<file path="config.mk">
export PLATFORM = sky130hd
export DESIGN_NAME = sal_ref_ctrl
export DESIGN_NICKNAME = d
export VERILOG_FILES = /design/src/rtl/sal_ref_ctrl_pkg.sv /design/src/rtl/sal_ref_ctrl_timer.sv /design/src/rtl/sal_ref_ctrl.sv
export SDC_FILE = /design/constraint.sdc
export NUM_CORES = 1
export LEC_CHECK = 0
export ABC_AREA = 0
export BUFFER_PORTS_ARGS = -buffer_cell sky130_fd_sc_hd__buf_2
export CORE_MARGIN = 2
export CORE_UTILIZATION = 53
export DETAILED_ROUTE_END_ITERATION = 6
export MAX_ROUTING_LAYER = met4
export PLACE_DENSITY_LB_ADDON = 0.15
export SYNTH_ARGS = -nofsm -noshare
export SYNTH_HDL_FRONTEND = slang
export SYNTH_SLANG_ARGS = --single-unit
</file>
<file path="constraint.sdc">
create_clock -name clk -period 3.03 [get_ports clk]
set_input_delay 0.303 -clock clk [delete_from_list [all_inputs] [get_ports clk]]
set_output_delay 0.303 -clock clk [all_outputs]
set_load 0.02 [all_outputs]
</file>
<file path="src/rtl/sal_ref_ctrl_pkg.sv">
// Shared types and default widths for the SAL refresh controller.
package sal_ref_ctrl_pkg;

  typedef enum logic [1:0] {
    IDLE,
    REQ,
    ISSUE,
    RFC
  } ref_state_t;

  localparam int DEF_TREFI_W  = 16;
  localparam int DEF_TRFC_W   = 10;
  localparam int DEF_MAX_PEND = 8;

endpackage

</file>
<file path="src/rtl/sal_ref_ctrl_timer.sv">
// tREFI interval down-counter: one-cycle tick every t_refi cycles while enabled.
module sal_ref_ctrl_timer #(
  parameter int TREFI_W = 16
) (
  input  logic               clk,
  input  logic               rst_n,
  input  logic               en,
  input  logic [TREFI_W-1:0] t_refi,
  output logic               tick
);

  logic [TREFI_W-1:0] cnt;
  logic               run;

  assign run  = en && (t_refi != '0);
  assign tick = run && (cnt == TREFI_W'(1));

  // Reload while stopped or at the end of an interval, so a new period applies at the next reload
  always_ff @(posedge clk or negedge rst_n) begin
    if (!rst_n) begin
      cnt <= '0;
    end else if (!run || (cnt <= TREFI_W'(1))) begin
      cnt <= t_refi;
    end else begin
      cnt <= cnt - TREFI_W'(1);
    end
  end

endmodule

</file>
<file path="src/rtl/sal_ref_ctrl.sv">
// Refresh controller: tracks postponed refreshes and runs the REQ/ISSUE/RFC handshake with the banks.
module sal_ref_ctrl
  import sal_ref_ctrl_pkg::*;
#(
  parameter int BK_CNT     = 8,
  parameter int TREFI_W    = DEF_TREFI_W,
  parameter int TRFC_W     = DEF_TRFC_W,
  parameter int MAX_PEND   = DEF_MAX_PEND,
  parameter int URGENT_THR = 6,
  localparam int PEND_W    = $clog2(MAX_PEND + 1)
) (
  input  logic               clk,
  input  logic               rst_n,
  input  logic               ref_en_i,
  input  logic [TREFI_W-1:0] t_refi_i,
  input  logic [TRFC_W-1:0]  t_rfc_i,
  input  logic [BK_CNT-1:0]  bk_idle_i,
  input  logic [BK_CNT-1:0]  ref_gnt_i,
  output logic [BK_CNT-1:0]  ref_req_o,
  output logic               ref_cmd_valid_o,
  input  logic               ref_cmd_ready_i,
  output logic               ref_urgent_o,
  output logic [PEND_W-1:0]  ref_pend_o,
  output logic               ref_ovf_o
);

  ref_state_t        state, state_nxt;
  logic [PEND_W-1:0] pend, pend_nxt;
  logic              ovf, ovf_nxt;
  logic              urgent;
  logic              gnt_q;
  logic [TRFC_W-1:0] rfc_cnt;
  logic              tick;
  logic              hs;

  sal_ref_ctrl_timer #(
    .TREFI_W(TREFI_W)
  ) u_timer (
    .clk    (clk),
    .rst_n  (rst_n),
    .en     (ref_en_i),
    .t_refi (t_refi_i),
    .tick   (tick)
  );

  assign hs              = (state == ISSUE) && ref_cmd_ready_i;
  assign ref_req_o       = {BK_CNT{state != IDLE}};
  assign ref_cmd_valid_o = (state == ISSUE);
  assign ref_pend_o      = pend;
  assign ref_urgent_o    = urgent;
  assign ref_ovf_o       = ovf;

  always_comb begin
    state_nxt = state;
    case (state)
      IDLE:    if (ref_en_i && (pend != '0) &&
                   ((pend >= PEND_W'(URGENT_THR)) || (&bk_idle_i))) state_nxt = REQ;
      REQ:     if (gnt_q) state_nxt = ISSUE;
      ISSUE:   if (ref_cmd_ready_i) state_nxt = RFC;
      RFC:     if (rfc_cnt <= TRFC_W'(1)) state_nxt = IDLE;
      default: state_nxt = IDLE;
    endcase
  end

  // A tick and a handshake in the same cycle cancel; a tick at the limit only flags overflow
  always_comb begin
    pend_nxt = pend;
    ovf_nxt  = ovf;
    if (tick && !hs) begin
      if (pend == PEND_W'(MAX_PEND)) ovf_nxt = 1'b1;
      else                           pend_nxt = pend + PEND_W'(1);
    end else if (hs && !tick && (pend != '0)) begin
      pend_nxt = pend - PEND_W'(1);
    end
  end

  // Grants are only captured while requesting, so every sequence needs a fresh grant
  always_ff @(posedge clk or negedge rst_n) begin
    if (!rst_n) begin
      state   <= IDLE;
      pend    <= '0;
      ovf     <= 1'b0;
      urgent  <= 1'b0;
      gnt_q   <= 1'b0;
      rfc_cnt <= '0;
    end else begin
      state  <= state_nxt;
      pend   <= pend_nxt;
      ovf    <= ovf_nxt;
      urgent <= (pend_nxt >= PEND_W'(URGENT_THR));
      gnt_q  <= (state == REQ) && (&ref_gnt_i);
      if (hs) begin
        rfc_cnt <= (t_rfc_i == '0) ? TRFC_W'(1) : t_rfc_i;
      end else if ((state == RFC) && (rfc_cnt != '0)) begin
        rfc_cnt <= rfc_cnt - TRFC_W'(1);
      end
    end
  end

endmodule
</file>
-- Word-level counts from Yosys, hierarchy flattened
Index checks and enable logic that the tools add are counted.
- flip-flop bits (word level): 35
- bits of input ports: 46
- word-level logic and storage cells: 62
- add/subtract/negate cells: 4
- order comparisons: 4
- equality and inequality tests: 9
- mux-type cells: 12
- reduce and logical (&&, ||, !) cells: 26
- operators by type and width (cell ; number):
    10-bit 2-to-1 mux ; 3
    16-bit by 1-bit == test with 1-bit output, second input constant ; 1
    16-bit by 1-bit less-or-equal comparator with 1-bit output, second input constant ; 1
    16-bit 2-to-1 mux ; 1
    8-bit AND reduction ; 2
    16-bit nonzero test ; 1
    16-bit by 1-bit subtractor with 16-bit output, second input constant ; 1
    4-bit 2-to-1 mux ; 3
    10-bit by 1-bit less-or-equal comparator with 1-bit output, second input constant ; 1
    1-bit logical AND ; 10
    10-bit logical NOT ; 1
    10-bit nonzero test ; 1
    10-bit by 1-bit subtractor with 10-bit output, second input constant ; 1
    4-bit by 3-bit greater-or-equal comparator with 1-bit output, second input constant ; 2
    2-bit 2-to-1 mux ; 4
    2-bit one-hot mux with 4 select lines ; 1
    2-bit != test, second input constant ; 3
    4-bit by 1-bit adder with 4-bit output, second input constant ; 1
    2-bit == test, second input constant ; 2
    4-bit == test, second input constant ; 1
    4-bit AND reduction ; 1
    2-bit nonzero test ; 2
    4-bit nonzero test ; 1
    4-bit by 1-bit subtractor with 4-bit output, second input constant ; 1
    other kinds (6) ; 9

-- Logic depth before layout (Yosys ltp)
- depth in word-level cells: 9
- mapped depth: 9
- gate-level depth less buffers: 8

-- Cells and area by module
A second synthesis with hierarchy kept.
- cell total of the unflattened synthesis: 260
- area total of the unflattened synthesis: 2398.6 sq um
- modules (own cells, without submodules) (module ; times used ; cells each ; area an instance (sq um) ; sequential area each (sq um)):
    sal_ref_ctrl ; 1 ; 155 ; 1367.6 ; 475.5
    sal_ref_ctrl_timer ; 1 ; 105 ; 1031.0 ; 400.4

-- Worst setup path before layout
Ideal clock, no wire load.
- path type: flip-flop to flip-flop
- from: reg u_timer.cnt[6]
- to: reg urgent (netlist: ref_urgent_o)
- setup time: 92 ps
- arrival: 2052 ps
- data required time: 2938 ps
- path slack: 887 ps
- cell stages (with the launch flop): 7
- period minus slack after synthesis: 2143 ps
- cells stage by stage: dfrtp_1 > or4_4 > nand4b_4 > nor3_4 > a41oi_1 > o32a_2 > o31ai_2
- longest elaborated chain between the ends: 8
- ends and longest elaborated chain (item ; RTL line ; RTL):
    start: declaration ; sal_ref_ctrl_timer.sv:12 ; logic [TREFI_W-1:0] cnt;
    start signal: assignment ; sal_ref_ctrl_timer.sv:23 ; cnt <= t_refi;
    start signal: assignment ; sal_ref_ctrl_timer.sv:25 ; cnt <= cnt - TREFI_W'(1);
    16-bit by 1-bit == test with 1-bit output * ; sal_ref_ctrl_timer.sv:16 ; assign tick = run && (cnt == TREFI_W'(1));
    1-bit logical AND * ; sal_ref_ctrl_timer.sv:16 ;
    1-bit logical NOT ; sal_ref_ctrl.sv:72 ; end else if (hs && !tick && (pend != '0)) begin
    1-bit logical AND (2 in series) ; sal_ref_ctrl.sv:72 ;
    4-bit 2-to-1 mux ; sal_ref_ctrl.sv:72 ;
    4-bit 2-to-1 mux * ; sal_ref_ctrl.sv:69 ; if (tick && !hs) begin
    4-bit by 3-bit greater-or-equal comparator with 1-bit output * ; sal_ref_ctrl.sv:90 ; urgent <= (pend_nxt >= PEND_W'(URGENT_THR));
    end signal: assignment ; sal_ref_ctrl.sv:90 ;
    end: declaration ; sal_ref_ctrl.sv:30 ; logic urgent;
Every way passes the cells marked *; elsewhere a longest branch is shown, timed or not.
A chain may end at the register's enable or synchronous reset.

-- Final worst setup path
Same ends and word-level chain as after synthesis.

==> reports/metrics.yaml <==
drt:
  vias: 1980
  avgRoutedWirePerCell_um: 12.8
  viasPerCell: 5.40
  drt_iter0_drc: 83
  drc: 0
  ant_nets: 0
  wirelength_um: 4690
  drt_pass1_iterations: 4
critical_path:
  cp_slowest_cell: "or4_4"
  slowest_delay_ns: 0.58
  crit_fanout: 8
  r2r_slack_ns: 0.71
  worstSetupPathDepth: 6
  crit_chain: "or4_4 > nand4b_4 > nor3_4 > a41oi_1 > o32a_2 > o31ai_2"
  regToRegEndpoint: "ref_urgent_o$_DFF_PN0_"
  critical_path_required_ns: 3.23
  cp-end-kind: "flip-flop"
  cp-start-kind: "flip-flop"
  r2r_start: "u_timer.cnt[6]$_DFF_PN0_"
  critPathTopFamily: "simple AND/OR/NAND/NOR gates"
  path_class: "reg -> reg"
  reg2reg_depth: 6
  arrival_ns: 2.52
  critical_path_buf_inv_count: 0
grt:
  grt_max_degree: 36
  grt_overflow: 0
  first_global_vias: 1928
  grt_pass1_wl_um: 8400
  grt_usage_pct: 21.5
  antenna_found_initial: 0
synth:
  synth_area_per_cell_um2: 8.80
  synth-seq-cells: 35
  synth-edff-count: 0
  yosys_most_used_dff: "dfrtp_1"
  netlist_area_um2: 2310
  ys_types: 46
  async_flop_share_pct: 100
  yosysWarnings: 0
  synth_nets: 321
  synth.yosys.seq_area_share_pct: 37.8
  netlist_instances: 263
finish:
  area_growth_pct: 16.1
  drive_above_1_share_pct: 25.1
  fin_nets: 373
  final_area_um2: 2690
  fin_util_pct: 62.6
  diodes: 0
cts:
  clkSinkCount: 35
  cts-root-buf: "clkbuf_8"
  cts_buffers: 5
  clkTransAtPathRegs_ns: 0.07
  cts_tree: "done"
  cts_setup_buffers: 0
  postCtsHoldBufs: 0
  cts-resized-gates: 0
  htree_levels: 2
  clockBufferDepth: 2
  clock_latency_ns: 0.28
pwr:
  powerDensity_nw_per_um2: 397
  finalPower_mw: 1.07
  peakVddDrop_uv: 231
  p_leak_nw: 1.18
hold_path:
  holdCritPathClass: "in -> async"
place:
  place_hpwl_um: 3560
  io_buffers: 60
  place.gp.congestion: 0.804
  placed_cell_area_um2: 2600
run:
  cap_violations: 0
timing:
  fmax_mhz: 431
  slew_headroom_pct: 48.4
  fin_setup_tns_ns: 0
  worstMarginPinSlew_ns: 0.775
  final_max_slew_viol_count: 0
  finalHoldViolCount: 0
  period_share_pct: 76.6
  rsz0062_at_grt: "false"
  clock_skew_ns: 0.00700
  finalSetupViolations: 0
  post-route-min-period_ns: 2.32
die:
  core_um2: 4290
  start_util_pct: 53.9
  die_y_um: 70.1
  dieArea_um2: 4910
  fp-row-count: 24
  pin_count: 61
  die_w_um: 70.1
status:
  status: "finished clean"
-- where the power goes --
part	internal (mW)	switching, mW
Combinational	0.0868	0.0991
Sequential	0.497	0.0446
Clock	0.178	0.160
Total	0.762	0.304
-- logic make-up after synthesis --
group / count (synthesis) / share of synthesized area, %
muxes: 1 / 0.432
DFF: 35 / 37.8
xor gates and xnor gates: 24 / 9.08
AOI/OAI and AO/OA: 52 / 15.0
adders and majority gates: 12 / 6.49
buffers and inverters: 30 / 6.27
and+or+nand+nor: 109 / 24.9
-- cell type report --
cell class              instances  area [um2]
clock buffers                   6        82.6
well taps                      52        65.1
inverters                      13        48.8
flip-flops and latches         35         876
repair buffers                 62         315
multi-input cells             198        1290
clock inverters                 1        5.00
fillers                       405        1610
-- stage by stage --
step	worst slack [ns]	hold WS, ns	cells
finish	0.709	0.0958	367
global route	0.544	0.172	367
CTS	0.710	0.139	367
detailed placement	0.681	0.441	360
global placement	0.726	0.433	360
floorplan	0.887	0.00741	263
-- Yosys cell counts (3+ instances only) --
cell | instances | area (um2)
nand2_1 | 36 | 135
dfrtp_1 | 35 | 876
o21ai_0 | 27 | 135
nor3_1 | 19 | 95.1
inv_1 | 13 | 48.8
nor2_1 | 13 | 48.8
xnor2_1 | 13 | 114
ha_1 | 12 | 150
xor2_1 | 11 | 96.3
or3_1 | 8 | 50.1
a21oi_1 | 7 | 35.0
buf_4 | 7 | 52.6
clkbuf_1 | 5 | 18.8
nor4_1 | 5 | 31.3
buf_2 | 4 | 20.0
nand2b_1 | 4 | 25.0
nand4_1 | 4 | 25.0
or4_1 | 4 | 30.0
nand3_1 | 3 | 15.0
-- sequential cells by signal, indices dropped and copies added, names as in the netlist --
signal and count:
rfc_cnt 10, state 2, ref_pend_o 4, u_timer.cnt 16, gnt_q 1, ref_urgent_o 1, ref_ovf_o 1
-- layout by cell type (no fill, tap or decap), drive strengths merged, types with 2 or more instances in the layout --
cell	synthesis	routed
buf	11	62
nand2	36	36
dfrtp	35	35
o21ai	27	27
nor3	20	20
inv	13	13
nor2	13	13
xnor2	13	13
ha	12	12
xor2	11	11
or3	8	8
a21oi	7	7
clkbuf	6	6
or4	6	6
nor4	5	5
nand4	4	4
nand2b	4	4
nand3	3	3
o41ai	3	3
nor2b	2	2
a31oi	2	2
nand3b	2	2
and3	2	2
or2	2	2
o31ai	2	2
-- layer usage --
layer | GRT usage, % | part of all wire [%]
met5 | - | 0
met4 | 3.21 | 0.51
met3 | 4.47 | 4.6
met2 | 36.7 | 50
met1 | 27.0 | 45
-- worst max path at each step --
stage	start	endpoint	slack, ns
floorplan	u_timer.cnt[6]$_DFF_PN0_	ref_urgent_o$_DFF_PN0_	0.89
global placement	t_refi_i[9]	ref_urgent_o$_DFF_PN0_	0.73
detailed placement	t_refi_i[9]	u_timer.cnt[10]$_DFF_PN0_	0.68
CTS	u_timer.cnt[6]$_DFF_PN0_	ref_urgent_o$_DFF_PN0_	0.71
global route	u_timer.cnt[6]$_DFF_PN0_	ref_urgent_o$_DFF_PN0_	0.54
finish	u_timer.cnt[6]$_DFF_PN0_	ref_urgent_o$_DFF_PN0_	0.71
(Power assumes the default switching activity.)
